--- src/rtl/input_debounce_sync_pkg.sv ---
// Shared definitions for the input debounce/synchroniser front end:
// state encodings and default parameter values.
`timescale 1ns/1ps
package input_debounce_sync_pkg;

    localparam int DEF_SYNC_STAGES     = 2;
    localparam int DEF_DEBOUNCE_CYCLES = 4;

    // Gray-ordered so each legal transition flips a single bit.
    typedef logic [1:0] state_t;

    localparam state_t ST_LOW       = 2'b00;
    localparam state_t ST_RISE_WAIT = 2'b01;
    localparam state_t ST_HIGH      = 2'b11;
    localparam state_t ST_FALL_WAIT = 2'b10;

    // The two WAIT states are exactly those whose bits differ.
    function automatic logic is_wait(state_t s);
        return s[1] ^ s[0];
    endfunction

endpackage

--- src/rtl/input_debounce_sync_sync_chain.sv ---
// Multi-flop synchroniser for one asynchronous input. Reusable for any
// async level signal; output is the last stage of the chain.
`timescale 1ns/1ps
module sync_chain
    import input_debounce_sync_pkg::*;
#(
    parameter int STAGES = DEF_SYNC_STAGES
) (
    input  logic Clk,
    input  logic nReset,
    input  logic AsyncIn,
    output logic SyncOut
);

    logic [STAGES-1:0] sync_q;

    // Shift the raw input in at stage 0; reset empties the chain to 0.
    always_ff @(posedge Clk or negedge nReset) begin
        if (!nReset) begin
            sync_q <= '0;
        end else begin
            sync_q <= {sync_q[STAGES-2:0], AsyncIn};
        end
    end

    assign SyncOut = sync_q[STAGES-1];

endmodule

--- src/rtl/input_debounce_sync.sv ---
// Debounces a synchronised raw input into a clean Level with one-cycle
// Rise/Fall strobes. A change is accepted only after the synchronised
// input holds its new value for DEBOUNCE_CYCLES consecutive cycles.
`timescale 1ns/1ps
module input_debounce_sync
    import input_debounce_sync_pkg::*;
#(
    parameter int SYNC_STAGES     = DEF_SYNC_STAGES,
    parameter int DEBOUNCE_CYCLES = DEF_DEBOUNCE_CYCLES
) (
    input  logic Clk,
    input  logic nReset,
    input  logic RawIn,
    output logic Level,
    output logic Rise,
    output logic Fall,
    output logic Busy
);

    localparam int               CNT_W    = $clog2(DEBOUNCE_CYCLES);
    localparam logic [CNT_W-1:0] CNT_ONE  = CNT_W'(1);
    localparam logic [CNT_W-1:0] CNT_LAST = CNT_W'(DEBOUNCE_CYCLES - 1);

    logic             syncd;
    state_t           state_q, state_d;
    logic [CNT_W-1:0] cnt_q, cnt_d;
    logic             level_d, rise_d, fall_d;

    sync_chain #(
        .STAGES (SYNC_STAGES)
    ) u_sync (
        .Clk     (Clk),
        .nReset  (nReset),
        .AsyncIn (RawIn),
        .SyncOut (syncd)
    );

    // Next-state logic: qualify a candidate change, drop back on any reversal.
    always_comb begin
        state_d = state_q;
        cnt_d   = cnt_q;
        level_d = Level;
        rise_d  = 1'b0;
        fall_d  = 1'b0;
        case (state_q)
            ST_LOW: begin
                if (syncd) begin
                    state_d = ST_RISE_WAIT;
                    cnt_d   = CNT_ONE;
                end
            end
            ST_RISE_WAIT: begin
                if (!syncd) begin
                    state_d = ST_LOW;
                    cnt_d   = '0;
                end else if (cnt_q == CNT_LAST) begin
                    state_d = ST_HIGH;
                    cnt_d   = '0;
                    level_d = 1'b1;
                    rise_d  = 1'b1;
                end else begin
                    cnt_d = cnt_q + CNT_ONE;
                end
            end
            ST_HIGH: begin
                if (!syncd) begin
                    state_d = ST_FALL_WAIT;
                    cnt_d   = CNT_ONE;
                end
            end
            ST_FALL_WAIT: begin
                if (syncd) begin
                    state_d = ST_HIGH;
                    cnt_d   = '0;
                end else if (cnt_q == CNT_LAST) begin
                    state_d = ST_LOW;
                    cnt_d   = '0;
                    level_d = 1'b0;
                    fall_d  = 1'b1;
                end else begin
                    cnt_d = cnt_q + CNT_ONE;
                end
            end
            default: begin
                state_d = ST_LOW;
                cnt_d   = '0;
            end
        endcase
    end

    // State, counter and all outputs are registered; reset aborts any qualify.
    always_ff @(posedge Clk or negedge nReset) begin
        if (!nReset) begin
            state_q <= ST_LOW;
            cnt_q   <= '0;
            Level   <= 1'b0;
            Rise    <= 1'b0;
            Fall    <= 1'b0;
            Busy    <= 1'b0;
        end else begin
            state_q <= state_d;
            cnt_q   <= cnt_d;
            Level   <= level_d;
            Rise    <= rise_d;
            Fall    <= fall_d;
            Busy    <= is_wait(state_d);
        end
    end

endmodule
--- config.mk ---
export PLATFORM = sky130hd
export DESIGN_NAME = input_debounce_sync
export DESIGN_NICKNAME = d
export VERILOG_FILES = /design/src/rtl/input_debounce_sync_pkg.sv /design/src/rtl/input_debounce_sync_sync_chain.sv /design/src/rtl/input_debounce_sync.sv
export SDC_FILE = /design/constraint.sdc
export NUM_CORES = 1
export LEC_CHECK = 0
export ABC_AREA = 1
export CAP_MARGIN = 10
export CORE_AREA = 3 3 40 42
export CTS_CLUSTER_DIAMETER = 50
export DETAILED_ROUTE_END_ITERATION = 8
export DIE_AREA = 0 0 43 45
export MAX_ROUTING_LAYER = met4
export PLACE_DENSITY = 0.75
export SYNTH_ARGS = -nofsm -noshare
export SYNTH_HDL_FRONTEND = slang
export SYNTH_SLANG_ARGS = --single-unit
--- constraint.sdc ---
create_clock -name Clk -period 3.05 [get_ports Clk]
set_input_delay 0.7625 -clock Clk [delete_from_list [all_inputs] [get_ports Clk]]
set_output_delay 0.7625 -clock Clk [all_outputs]
set_load 0.1 [all_outputs]
==> metrics.md, run 1 <==
| Metric | Value |
|---|---|
| Status | complete, no violations |
| Synthesized area per cell | between 8 and 9 µm² |
| Power Density | about 900 nW/µm² |
| Power Internal | slightly above 0.0003 W |
| Synth area leader | dfrtp_1 |
| Synth area leaders | dfrtp_1 44%, ha_1 15%, nand2_1 13%, inv_1 7.3%, nand3_1 4.4% |
| Final core occ | 0.514 |
| Resize count post-CTS | 0 |
| Total CTS buffers | 3 |
| Max-slew violation count | 0 |
| Antenna viol nets, final | 0 |
| Die Wd | around 43 µm |
| Gpl congestion | 0.820 |
| Reg2reg start | state_q[0] |
| R2R cell count | 9 |
| FMAX | between 0.6 and 0.7 GHz |
| Ys Warns | 0 |
| Yosys reg bits | 10 |
| Final hold violations | 0 |
| Tmin final | between 1.5 and 2 ns |
| Clk buf depth | 2 |
| Share of cells above drive strength 1 | 0.141 |
| Worst vdd ir | approximately 0.24 mV |
| CTS H-tree depth | 1 |
| Critical setup path kind | flop to primary output |
| Startpoint class of the critical path | flop |
| Gate Count Post-Synth | 69 |
| First-pass GRT wire length | around 1.7 mm |
| Post-CTS Hold Fix Bufs | 0 |
| Diode count | 0 |
| WP buf/inv | 1 |
| Gr ovfl total | 0 |
| Initial antenna violation count | 0 |
| Endpoints failing setup | 0 |
| Post-DP HPWL | between 800 and 900 µm |
| Hold Path Stages | 0 |
| Vias in the first global route | between 400 and 500 |
| Clock Skew | ~0.0075 ns |
| Starting Density | 0.443 |
| Rows | 13 |
| Worst Min Path Start | u_sync.sync_q[0] |
| Least-Margin Pin Slew | roughly 0.42 ns |
| Number of I/O port buffers | 6 |
| CP max stage cell | dfrtp_1 |
| Via count | 480 |
| Die height | between 40 and 50 µm |
| R2r endpoint | Busy |
| Core area | 1280 µm² |
| P_sw | around 0.00029 W |
| Register-to-register setup slack | between 1.5 and 2 ns |
| Sequential element share of the synthesized area | 0.440 |
| Die Area | 1940 µm² |
| CTS tree | built |
| Distinct cell type count after synthesis | 14 |
| Area Growth Syn to Fin | 16.0% |
| Lkg Pwr | roughly 0.35 nW |
| Min-delay worst type | flop to flop |
| Total track usage | 0.127 |
| Starting DRT DRC Count | 7 |
| Root Driver | clkbuf_4 |
| TritonCTS sink count | 10 |
| CP top delay family | flip-flops |
| DRC | 0 |
| Flop pwr share | 0.331 |
| DR vias/cell | 5.16 |
| Relative slew slack | 0.716 |
| CP Data Required Time | around 2.3 ns |
| Crit-path max FO | 2 |
| Clk Latency, worst-skew pair | roughly 0.26 ns |
| WL/cell | between 10 and 15 µm |
| Max-cap viol count | 0 |
| Crit. End Element | primary output |
| Period utilisation layout | 0.538 |
| DRT Pass-1 Iters | 4 |
| Worst path depth | 1 |
| Post-synthesis instance area | around 570 µm² |
| Synth Net Count | between 70 and 80 |
| Clock slew at reported path FFs | roughly 0.06 ns |
| # nets final | 90 |
| Largest net degree at the start of global routing | 11 |
| Max stage delay on crit path | 0.33 ns |
| Clock share of power | 0.140 |
| Hold EP | u_sync.sync_q[1] |
| IO Count | 7 |
| Routed WL | around 1 mm |
| Comb pwr share | 0.529 |
| Setup TNS | 0 ns |
| Post-CTS Setup Inserts | 0 |
| Synth top area share | 0.440 |
| Net Sw Frac | 0.489 |
| Worst EP arrival | 0.88 ns |
| RSZ-0062 raised after global routing | false |
| Crit-path cells | buf_4 |
-- layer usage --
layer / part of all wire / vias to the layer above / GRT usage / wire (µm)
li1: - / 235 / - / -
met1: 0.42 / 225 / 0.117 / 430
met2: 0.51 / 20 / 0.216 / 518
met3: 0.068 / 0 / 0.0319 / 69
met4: 0 / 0 / 0.114 / 0
met5: 0 / - / - / 0
-- cell usage after synthesis --
master and n:
nor3_1 1, dfrtp_1 10, nor2_1 5, a22oi_1 1, inv_1 11, o21ai_1 2
ha_1 7, nand3_1 5, o21ai_0 4, nand2_1 19, nor2_4 1, a21oi_2 1
nor2_2 1, nand2_2 1
-- power by group through the flow --
stage / logic (W) / registers (W) / clock network, W
6_report: 0.000315 / 0.000197 / 0.0000835
5_1_grt: 0.000346 / 0.000201 / 0.0000925
4_1_cts: 0.000315 / 0.000196 / 0.0000869
3_5_place_dp: 0.000316 / 0.000197 / 0
3_3_place_gp: 0.000302 / 0.000199 / 0
2_1_floorplan: 0.000154 / 0.000290 / 0
-- how the worst max path moves through the flow --
| stage | start | end |
|---|---|---|
| floorplan | Level | Level |
| detailed placement | state_q[1] | Busy |
| CTS | Level | Level |
| global placement | state_q[0] | Busy |
| finish | Level | Level |
| global route | Level | Level |
-- logic make-up (layout without fill, tap and decap cells) --
group	count (synthesis)	after routing	share of synthesized area
flip-flops	10	10	0.440
buffers and inverters	11	20	0.0725
AND/OR/NAND/NOR	33	33	0.253
AO/OA/AOI/OAI	8	8	0.0813
adder cells (fa/ha/maj)	7	7	0.154
-- stage by stage --
stage	instance area [µm²]	setup slack, ns	hold WS (ns)	power (W)	cells
after floorplan	569	1.39	0.331	0.000444	69
after global placement	638	1.63	0.346	0.000501	90
after detailed placement	638	1.61	0.342	0.000513	90
after CTS	661	1.40	0.355	0.000598	93
after global routing	661	1.39	0.366	0.000639	93
final	661	1.41	0.347	0.000595	93
-- sequential cells by signal, indices dropped and copies added, names as in the netlist --
name,cells
cnt_q,2
Rise,1
state_q,2
Fall,1
u_sync.sync_q,2
Busy,1
Level,1
-- cell type report --
class,count,area [µm²]
sequential,10,250
multi-input combinational,48,278
tap,15,18.8
clock buffer,3,22.5
fill,111,624
timing repair buffer,6,50.0
inverter,11,41.3
-- placed cells by master (no fill, tap or decap), drive strengths merged --
cell type      instances
a21oi                  1
a22oi                  1
buf                    4
clkbuf                 3
clkdlybuf4s50          2
dfrtp                 10
ha                     7
inv                   11
nand2                 20
nand3                  5
nor2                   7
nor3                   1
o21ai                  6
No activity file was read; power rests on OpenSTA's default activity.
==> inputs of run 2 (changes only) <==
==> constraint.sdc (replaced) <==
create_clock -name Clk -period 1.7 [get_ports Clk]
set_input_delay 0.425 -clock Clk [delete_from_list [all_inputs] [get_ports Clk]]
set_output_delay 0.425 -clock Clk [all_outputs]
set_load 0.1 [all_outputs]
==> run 2 against run 1 <==
Global-route usage up 1.2 points. Hold slack better by 0.014 ns. Clock power up 89%. Register-to-register slack worse by 1.4 ns. Clock skew down 0.0050 ns. Combinational power up 99%. Count of clock-buffer cells in the layout unchanged. Setup slack worse by 1.2 ns. Final cell count unchanged. Wire length up 7.7%. Sequential power up 86%.
==> metrics.md, run 2 (same netlist as run 1, synthesis figures left out) <==
| Metric | Value |
|---|---|
| Period utilisation layout | 0.885 |
| Status | complete, no violations |
| Startpoint class of the critical path | flop |
| Rows | 13 |
| Area Growth Syn to Fin | 24.8% |
| Crit path from | state_q[0] |
| Routed WL | 1.10 mm |
| Area after DPL | 688 µm² |
| Fin area | 711 µm² |
| Via count | 488 |
| CTS H-tree depth | 1 |
| Share of cells above drive strength 1 | 0.141 |
| Setup TNS | 0 ns |
| Starting DRT DRC Count | 12 |
| Register-to-register setup slack | between 0.15 and 0.2 ns |
| Crit-path max FO | 6 |
| Least-Margin Pin Slew | around 0.45 ns |
| Final hold violations | 0 |
| First-pass GRT wire length | 1.89 mm |
| Clk Latency, worst-skew pair | 0.26 ns |
| Setup crit end | Busy |
| Critical setup path kind | flop to flop |
| Lkg Pwr | ~0.37 nW |
| Root Driver | clkbuf_4 |
| Worst vdd ir | between 0.6 and 0.7 mV |
| DRC | 0 |
| Pwr Total | 0.00115 W |
| P_sw | 0.000544 W |
| Die Wd | between 40 and 50 µm |
| Most frequent cells in the layout | 19 x nand2_1, 11 x inv_1, 10 x dfrtp_1 |
| Total CTS buffers | 3 |
| Dpl ws | about 0.25 ns |
| Final WS setup | between 0.15 and 0.2 ns |
| Flop pwr share | 0.318 |
| RSZ-0062 raised after global routing | false |
| Gr ovfl total | 0 |
| CTS tree | built |
| Power Internal | roughly 0.0006 W |
| Relative slew slack | 0.698 |
| Die Area | just under 2000 µm² |
| CP Data Required Time | about 1.9 ns |
| Net Sw Frac | 0.472 |
| Largest net degree at the start of global routing | 11 |
| WL/cell | 11.8 µm |
| DR vias/cell | 5.25 |
| Crit. End Element | flop |
| Initial antenna violation count | 0 |
| Diode count | 0 |
| Worst EP arrival | about 1.7 ns |
| Commonest non-fill, non-tap cell in the layout | nand2_1 |
| Endpoints failing setup | 0 |
| Top flop regs | cnt_q (2), state_q (2), u_sync.sync_q (2) |
| Resize count post-CTS | 0 |
| Max-slew violation count | 0 |
| Gpl congestion | 0.833 |
| Clock share of power | 0.137 |
| Post-CTS Hold Fix Bufs | 0 |
| Antenna viol nets, final | 0 |
| Post-CTS Setup Inserts | 0 |
| Total track usage | 0.139 |
| Hold_ws | 0.361 ns |
| R2r endpoint | Busy |
| Comb pwr share | 0.544 |
| IO Count | 7 |
| Core area | 1280 µm² |
| Hold Path Stages | 0 |
| DRT Pass-1 Iters | 4 |
| Clock slew at reported path FFs | about 0.060 ns |
| Max-cap viol count | 0 |
| R2R cell count | 10 |
| Min-delay worst type | flop to flop |
| # nets final | 90 |
| Post-DP HPWL | between 800 and 900 µm |
| Starting Density | 0.443 |
| Clock Skew | about 0.0024 ns |
| Die height | 45 µm |
| Reg2reg start | state_q[0] |
| Clk buf depth | 2 |
| Power Density | 1620 nW/µm² |
| FMAX | 0.665 GHz |
| TritonCTS sink count | 10 |
| Fill count | 116 |
| Tmin final | about 1.5 ns |
| Vias in the first global route | approximately 470 |
| Number of I/O port buffers | 6 |
run 2: changes by cell type in the layout (fill, tap and decap cells not counted):
cell / change
buf_12: +4
buf_4: -4
run 2: worst max-delay path: stages (launching register included):
cell and delay [ns]:
dfrtp_1 0.45, inv_1 0.11, ha_1 0.26, nand2_1 0.13
nand2_1 0.07, nand2_1 0.06, nand2_1 0.05, nand2_1 0.08
nand2_1 0.08, nand2_1 0.06, nand2_1 0.05
run 2: worst min path at each step:
stage               slack, ns                to              from
floorplan                0.13              Busy            nReset
global placement         0.34  u_sync.sync_q[1]  u_sync.sync_q[0]
detailed placement       0.34  u_sync.sync_q[1]  u_sync.sync_q[0]
CTS                      0.37  u_sync.sync_q[1]  u_sync.sync_q[0]
global route             0.37  u_sync.sync_q[1]  u_sync.sync_q[0]
finish                   0.36  u_sync.sync_q[1]  u_sync.sync_q[0]
run 2: metal layers:
layer | vias to the layer above | share of wire | global-route usage
met5 | - | 0 | -
met4 | 0 | 0.019 | 0.0542
met3 | 4 | 0.066 | 0.0598
met2 | 16 | 0.50 | 0.240
met1 | 234 | 0.41 | 0.140
li1 | 234 | - | -
run 2: cell type report:
type                    instances  area (µm²)  share of cell area
multi-input cells              48         278               0.391
flip-flops and latches         10         250               0.352
repair buffers                  6         100               0.141
inverters                      11        41.3              0.0581
clock buffers                   3        22.5              0.0317
well taps                      15        18.8              0.0264
run 2: power groups by stage:
stage	registers (W)	logic, W	clock network (W)
detailed placement	0.000369	0.000627	0
global route	0.000374	0.000676	0.000182
floorplan	0.000521	0.000276	0
CTS	0.000366	0.000625	0.000168
global placement	0.000364	0.000606	0
finish	0.000367	0.000627	0.000158
run 2: per-stage QoR:
stage          utilization  instances
6_report             0.553         93
5_1_grt              0.553         93
4_1_cts              0.553         93
3_5_place_dp         0.536         90
3_3_place_gp         0.536         90
2_1_floorplan            -         69
